===== config.mk =====
export PLATFORM = sky130hd
export DESIGN_NAME = sl3p_word_lock_nln
export DESIGN_NICKNAME = d
export VERILOG_FILES = /design/src/rtl/sl3p_lock_pkg.sv /design/src/rtl/sl3p_lane_lock.sv /design/src/rtl/sl3p_word_lock_nln.sv
export SDC_FILE = /design/constraint.sdc
export NUM_CORES = 1
export LEC_CHECK = 0
export CAP_MARGIN = 20
export CORE_UTILIZATION = 45
export CTS_CLUSTER_SIZE = 30
export DETAILED_ROUTE_END_ITERATION = 8
export GPL_ROUTABILITY_DRIVEN = 0
export PLACE_DENSITY_LB_ADDON = 0.1
export SLEW_MARGIN = 20
export SYNTH_ARGS = -nofsm -noshare
export SYNTH_HDL_FRONTEND = slang
export SYNTH_SLANG_ARGS = --single-unit
export TNS_END_PERCENT = 1

===== constraint.sdc =====
create_clock -name clk -period 13.6 [get_ports clk]
set_input_delay 1.36 -clock clk [delete_from_list [all_inputs] [get_ports clk]]
set_output_delay 1.36 -clock clk [all_outputs]
set_load 0.02 [all_outputs]

===== src/rtl/sl3p_lock_pkg.sv =====
// ---------------------------------------------------------------------------
// sl3p_lock_pkg
// Shared definitions for the 64b/66b word-lock logic.
//   lock_state_t : 2-bit per-lane hunt/lock state encoding
//   LOSS_SAT     : saturation value of the per-lane lock-loss counter
//   hdr_good()   : a sync header is good when its two bits differ
//   cnt_width()  : counter width for a given limit, never below one bit
// ---------------------------------------------------------------------------
package sl3p_lock_pkg;

    typedef enum logic [1:0] {
        ST_FLUSH  = 2'd0,
        ST_TEST   = 2'd1,
        ST_SLIP   = 2'd2,
        ST_LOCKED = 2'd3
    } lock_state_t;

    localparam logic [7:0] LOSS_SAT = 8'hFF;

    // 01 and 10 are legal sync headers; 00 and 11 never occur on an aligned lane.
    function automatic logic hdr_good(input logic [1:0] h);
        return h[1] ^ h[0];
    endfunction

    // A limit of 1 would give a zero-width counter, so clamp to one bit.
    function automatic int cnt_width(input int limit);
        return (limit > 1) ? $clog2(limit) : 1;
    endfunction

endpackage


===== src/rtl/sl3p_lane_lock.sv =====
// ---------------------------------------------------------------------------
// sl3p_lane_lock
// Block-lock state machine for one 64b/66b lane. Hunts for the sync header
// boundary by requesting SERDES bit slips, declares lock after LOCK_GOOD
// consecutive good headers and drops lock after BAD_MAX bad headers inside
// one WIN_LEN-header monitor window.
// Ports:
//   clk, arst      : clock, asynchronous active-high reset
//   hdr_valid, hdr : sync header strobe and the two header bits
//   lane_ena       : lane enable; low holds the lane in a cleared FLUSH
//   bitslip        : one-cycle slip request to the SERDES
//   word_lock      : registered block-lock indication
//   hunt_wrap      : pulse when the slip index wraps back to zero
//   lock_loss_cnt  : saturating count of lock losses (held while disabled)
// ---------------------------------------------------------------------------
module sl3p_lane_lock
    import sl3p_lock_pkg::*;
#(
    parameter int LOCK_GOOD = 64,
    parameter int WIN_LEN   = 1024,
    parameter int BAD_MAX   = 16,
    parameter int SETTLE    = 32,
    parameter int SLIP_MAX  = 66
) (
    input  logic       clk,
    input  logic       arst,
    input  logic       hdr_valid,
    input  logic [1:0] hdr,
    input  logic       lane_ena,
    output logic       bitslip,
    output logic       word_lock,
    output logic       hunt_wrap,
    output logic [7:0] lock_loss_cnt
);

    localparam int FW = cnt_width(SETTLE);
    localparam int GW = cnt_width(LOCK_GOOD);
    localparam int WW = cnt_width(WIN_LEN);
    localparam int BW = cnt_width(BAD_MAX);
    localparam int SW = cnt_width(SLIP_MAX);

    localparam logic [FW-1:0] FLUSH_LAST = FW'(SETTLE - 1);
    localparam logic [GW-1:0] GOOD_LAST  = GW'(LOCK_GOOD - 1);
    localparam logic [WW-1:0] WIN_LAST   = WW'(WIN_LEN - 1);
    localparam logic [BW-1:0] BAD_LAST   = BW'(BAD_MAX - 1);
    localparam logic [SW-1:0] SLIP_LAST  = SW'(SLIP_MAX - 1);

    lock_state_t   state, state_n;
    logic [FW-1:0] flush_cnt, flush_n;
    logic [GW-1:0] good_cnt, good_n;
    logic [WW-1:0] win_cnt, win_n;
    logic [BW-1:0] bad_cnt, bad_n;
    logic [SW-1:0] slip_idx, slip_n;
    logic [7:0]    loss_n;
    logic          is_good;
    logic          is_bad;

    assign is_good = hdr_valid & hdr_good(hdr);
    assign is_bad  = hdr_valid & ~hdr_good(hdr);

    // State, counters and the lock flag. word_lock is its own flop fed from
    // the next state so it rises on the same edge that enters LOCKED.
    always_ff @(posedge clk or posedge arst) begin
        if (arst) begin
            state         <= ST_FLUSH;
            flush_cnt     <= '0;
            good_cnt      <= '0;
            win_cnt       <= '0;
            bad_cnt       <= '0;
            slip_idx      <= '0;
            lock_loss_cnt <= '0;
            word_lock     <= 1'b0;
        end else begin
            state         <= state_n;
            flush_cnt     <= flush_n;
            good_cnt      <= good_n;
            win_cnt       <= win_n;
            bad_cnt       <= bad_n;
            slip_idx      <= slip_n;
            lock_loss_cnt <= loss_n;
            word_lock     <= (state_n == ST_LOCKED);
        end
    end

    // Next-state and counter update. A disabled lane is parked in FLUSH with
    // everything cleared except the lock-loss history.
    always_comb begin
        state_n = state;
        flush_n = flush_cnt;
        good_n  = good_cnt;
        win_n   = win_cnt;
        bad_n   = bad_cnt;
        slip_n  = slip_idx;
        loss_n  = lock_loss_cnt;
        if (!lane_ena) begin
            state_n = ST_FLUSH;
            flush_n = '0;
            good_n  = '0;
            win_n   = '0;
            bad_n   = '0;
            slip_n  = '0;
        end else begin
            case (state)
                ST_FLUSH: begin
                    if (flush_cnt == FLUSH_LAST) begin
                        state_n = ST_TEST;
                        flush_n = '0;
                        good_n  = '0;
                    end else begin
                        flush_n = flush_cnt + 1'b1;
                    end
                end
                ST_TEST: begin
                    if (is_bad) begin
                        state_n = ST_SLIP;
                    end else if (is_good) begin
                        if (good_cnt == GOOD_LAST) begin
                            state_n = ST_LOCKED;
                            win_n   = '0;
                            bad_n   = '0;
                        end else begin
                            good_n = good_cnt + 1'b1;
                        end
                    end
                end
                ST_SLIP: begin
                    slip_n  = (slip_idx == SLIP_LAST) ? '0 : slip_idx + 1'b1;
                    state_n = ST_FLUSH;
                    flush_n = '0;
                end
                ST_LOCKED: begin
                    // Losing lock takes priority over a coincident window end.
                    if (is_bad && (bad_cnt == BAD_LAST)) begin
                        state_n = ST_FLUSH;
                        flush_n = '0;
                        win_n   = '0;
                        bad_n   = '0;
                        if (lock_loss_cnt != LOSS_SAT) begin
                            loss_n = lock_loss_cnt + 1'b1;
                        end
                    end else if (hdr_valid) begin
                        if (win_cnt == WIN_LAST) begin
                            win_n = '0;
                            bad_n = '0;
                        end else begin
                            win_n = win_cnt + 1'b1;
                            if (is_bad) begin
                                bad_n = bad_cnt + 1'b1;
                            end
                        end
                    end
                end
                default: begin
                    state_n = ST_FLUSH;
                    flush_n = '0;
                end
            endcase
        end
    end

    // Slip request and wrap pulse decode straight from the SLIP state; the
    // enable gate keeps a lane that is being switched off from slipping.
    assign bitslip   = lane_ena && (state == ST_SLIP);
    assign hunt_wrap = lane_ena && (state == ST_SLIP) && (slip_idx == SLIP_LAST);

endmodule


===== src/rtl/sl3p_word_lock_nln.sv =====
// ---------------------------------------------------------------------------
// sl3p_word_lock_nln
// Multi-lane 64b/66b word (block) lock. One sl3p_lane_lock per lane plus a
// registered all-lanes-locked summary.
// Ports:
//   clk, arst      : clock, asynchronous active-high reset (release must be
//                    synchronised by the instantiating logic)
//   hdr_valid      : per-lane header strobe           [LANES]
//   hdr            : lane i header at [2i+1:2i]       [2*LANES]
//   lane_ena       : per-lane enable                  [LANES]
//   bitslip        : per-lane slip request            [LANES]
//   word_lock      : per-lane block lock              [LANES]
//   all_lock       : every enabled lane locked (and at least one enabled)
//   hunt_wrap      : per-lane slip-index wrap pulse   [LANES]
//   lock_loss_cnt  : lane i saturating count at [8i+7:8i]
// ---------------------------------------------------------------------------
module sl3p_word_lock_nln
    import sl3p_lock_pkg::*;
#(
    parameter int LANES     = 4,
    parameter int LOCK_GOOD = 64,
    parameter int WIN_LEN   = 1024,
    parameter int BAD_MAX   = 16,
    parameter int SETTLE    = 32,
    parameter int SLIP_MAX  = 66
) (
    input  logic                 clk,
    input  logic                 arst,
    input  logic [LANES-1:0]     hdr_valid,
    input  logic [2*LANES-1:0]   hdr,
    input  logic [LANES-1:0]     lane_ena,
    output logic [LANES-1:0]     bitslip,
    output logic [LANES-1:0]     word_lock,
    output logic                 all_lock,
    output logic [LANES-1:0]     hunt_wrap,
    output logic [8*LANES-1:0]   lock_loss_cnt
);

    logic all_ok;

    for (genvar i = 0; i < LANES; i++) begin : g_lane
        sl3p_lane_lock #(
            .LOCK_GOOD (LOCK_GOOD),
            .WIN_LEN   (WIN_LEN),
            .BAD_MAX   (BAD_MAX),
            .SETTLE    (SETTLE),
            .SLIP_MAX  (SLIP_MAX)
        ) u_lane (
            .clk           (clk),
            .arst          (arst),
            .hdr_valid     (hdr_valid[i]),
            .hdr           (hdr[2*i+1:2*i]),
            .lane_ena      (lane_ena[i]),
            .bitslip       (bitslip[i]),
            .word_lock     (word_lock[i]),
            .hunt_wrap     (hunt_wrap[i]),
            .lock_loss_cnt (lock_loss_cnt[8*i+7:8*i])
        );
    end

    // Disabled lanes are treated as locked; with no lane enabled the link is
    // not considered locked at all.
    assign all_ok = (|lane_ena) && (&(word_lock | ~lane_ena));

    // Summary flag is registered, so it trails the last lane lock by a cycle.
    always_ff @(posedge clk or posedge arst) begin
        if (arst) begin
            all_lock <= 1'b0;
        end else begin
            all_lock <= all_ok;
        end
    end

endmodule


==> impl_metrics.ini <==
[power_and_ir_drop]
power.share.clock_pct = 48.4
powerDensity_mw_per_mm2 = 102
swShare_pct = 22.7
vdd_drop_max_mv = 0.0632
combinationalPowerShare_pct = 4.6
power.switching_uw = 252
internal_power_uw = 859
pwr-share-seq_pct = 47.0
p_leak_uw = 0.00478

[yosys]
async_flop_share_pct = 100
synthCells = 983
synth.distinct_cells = 71
synth_area_per_cell_um2 = 9.58
yosys-top-cells-area = dfrtp_1 (46%), o21ai_0 (5.2%), nand2_1 (4.3%)
yosysSeqAreaShare_pct = 46.0
synth_top_cell_by_area = dfrtp_1
synth-main-ff-cell = dfrtp_1
synth_top_area_share_pct = 46.0
synth.net_count = 1033
netlist_area_mm2 = 0.00942
synth-edff-count = 0
ys_seq_elements = 173
synth_warnings = 0

[die]
coreArea_mm2 = 0.0204
fp.dieW_um = 147
rows = 52
io-pin-count = 63
die-area_mm2 = 0.0215
start_util_pct = 46.2
die_h_um = 147

[layout]
drive_above_1_share_pct = 7.43
final_util_pct = 53.5
fillCellCount = 1830
multi_input_area_mm2 = 0.00482
syn_to_final_growth_pct = 15.6
layout.nets = 1087
seqCellArea_mm2 = 0.00433
diodes = 0

[clock_network]
tritoncts = built
clock_latency_ps = 430
cts_buffers = 17
path_clk_slew_ps = 70
clockBufferDepth = 2
post-cts-setup-buffers = 0
ctsHtreeMaxLevel = 4
cts.sinks = 173
cts_hold_buf = 0
ctsResizeCount = 0
cts-root-buf = clkbuf_16

[global_routing]
grt_max_degree = 106
grt_pass1_wl_um = 33200
antenna_found_initial = 0
overflow = 0
grt_pass1_vias = 6865
grt.total_usage_pct = 18.7

[detailed_routing]
drt_iter0_markers = 482
antenna_left = 0
vias_per_cell = 5.57
vias = 7353
drc = 0
wl_per_cell_um = 14.6
drtPass1Iterations = 5
wl_um = 19300

[setup_path]
critPathMaxFanout = 15
cp-end-kind = primary output
arrival_ps = 3290
worst-setup-path-type = in -> out
required_ps = 12240
worstSetupStartpointType = input port

[placement]
dp_hpwl_um = 13000
pre_cts_ws_ps = 8960
io_buffers = 62

[timing]
finalHoldViolCount = 0
setup_viol_count_final = 0
fmax_ghz = 0.215
post-route-period-util_pct = 34.2
worst_pin_slew_ps = 934
maxSlewViolCount = 0
rsz0062_at_grt = no
finClkSkew_ps = 12.0
slew-limit-headroom_pct = 37.8
setup_ws_ps = 8950
tns_ps = 0
finalWorstPathRequiredPeriod_ps = 4650

[flow_run]
maxCapViolCount = 0

[status]
outcome = complete, no violations

[worst_hold_path]
hp-class = reg -> reg
-- critical path, cell delays in order --
cell	delay, ps
clkdlybuf4s50_1	890
nand2_1	150
nor2_1	140
and3_1	150
clkdlybuf4s50_1	590
-- cells in the final DEF, fill, tap and decap left out, drive strengths merged, types with 7 or more instances in the layout --
cell,Yosys,final
ha,32,32
nor2b,19,19
nand3,64,64
nor3,17,17
a21o,7,7
a21oi,16,16
a22o,28,28
a31o,9,9
nor2,76,76
nand2b,13,13
and3,35,35
and2,13,13
xnor2,37,37
clkbuf,12,20
nand2,109,109
clkdlybuf4s50,0,62
mux2,9,9
inv,28,29
dfrtp,173,173
o21ai,100,100
nor4,7,7
and4,10,10
a31oi,8,8
nand4,27,27
o31ai,16,16
xor2,16,16
-- registers in the layout, indices dropped and copies added, names as in the netlist --
| signal | flops |
|---|---|
| g_lane.u_lane.win_cnt | 40 |
| all_lock | 1 |
| g_lane.u_lane.flush_cnt | 20 |
| g_lane.u_lane.lock_loss_cnt | 32 |
| g_lane.u_lane.slip_idx | 28 |
| g_lane.u_lane.state | 8 |
| g_lane.u_lane.good_cnt | 24 |
| g_lane.u_lane.bad_cnt | 16 |
| g_lane.u_lane.word_lock | 4 |
-- metrics by stage --
step,hold WS [ps],cell area [um^2],power (uW),cells
final,470,10900,1110,1320
after global routing,506,10900,1150,1320
after CTS,476,10900,1130,1319
after detailed placement,460,10200,584,1287
after global placement,460,10200,584,1287
after floorplan,437,9420,566,983
-- logic make-up after synthesis --
logic type                 share of synthesized area, %
AOI/OAI and AO/OA                                  17.9
and+or+nand+nor                                    22.7
muxes                                              1.18
xor gates and xnor gates                           5.17
adders and majority gates                          4.25
DFF                                                46.0
buffers and inverters                              2.86
-- power groups by stage --
stage | logic, uW | registers (uW) | clock network (uW)
floorplan | 34.1 | 532 | 0
global placement | 52.1 | 532 | 0
detailed placement | 52.3 | 532 | 0
CTS | 52.5 | 522 | 552
global route | 59.2 | 523 | 569
finish | 51.2 | 522 | 537
-- Yosys cell counts (9+ instances only) --
library cell  instances
ha_1                 32
xor2_1               16
clkbuf_1             12
o21ai_0              98
nand3_1              63
and4_1               10
inv_1                28
and2_1               13
nand2_1             109
mux2_2                9
nor3_1               16
a22o_1               28
nor2_1               75
buf_4                12
a21oi_1              16
nand2b_1             13
o31ai_1              16
xnor2_1              34
and3_1               34
nor2b_1              19
dfrtp_1             173
nand4_1              27
a31o_2                9
-- final cells by class --
class	count	area share, %
multi-input combinational	752	44.3
inverter	28	1.01
tap	270	3.10
clock buffer	20	4.29
clock inverter	12	1.69
sequential	173	39.8
timing repair buffer	65	5.88
-- metal layers --
metal,global-route usage (%),vias up,routed length (um)
met5,0,-,0
met2,29.0,92,8710
met1,26.9,3521,9910
li1,-,3731,-
met4,4.38,0,104
met3,3.66,9,529
-- worst paths after layout --
check,start,end,slack (ps),cells past startpoint
max,lane_ena[0],hunt_wrap[0],8950,5
min in group asynchronous,arst,g_lane[0].u_lane.lock_loss_cnt[0],1540,2
min reg2reg,g_lane[2].u_lane.flush_cnt[3],g_lane[2].u_lane.flush_cnt[3],470,1
min,g_lane[2].u_lane.flush_cnt[3],g_lane[2].u_lane.flush_cnt[3],470,1
max reg2reg,g_lane[0].u_lane.state[1],g_lane[0].u_lane.win_cnt[9],11160,5
max in group asynchronous,arst,g_lane[2].u_lane.slip_idx[2],10620,3
(Power assumes the default switching activity.)
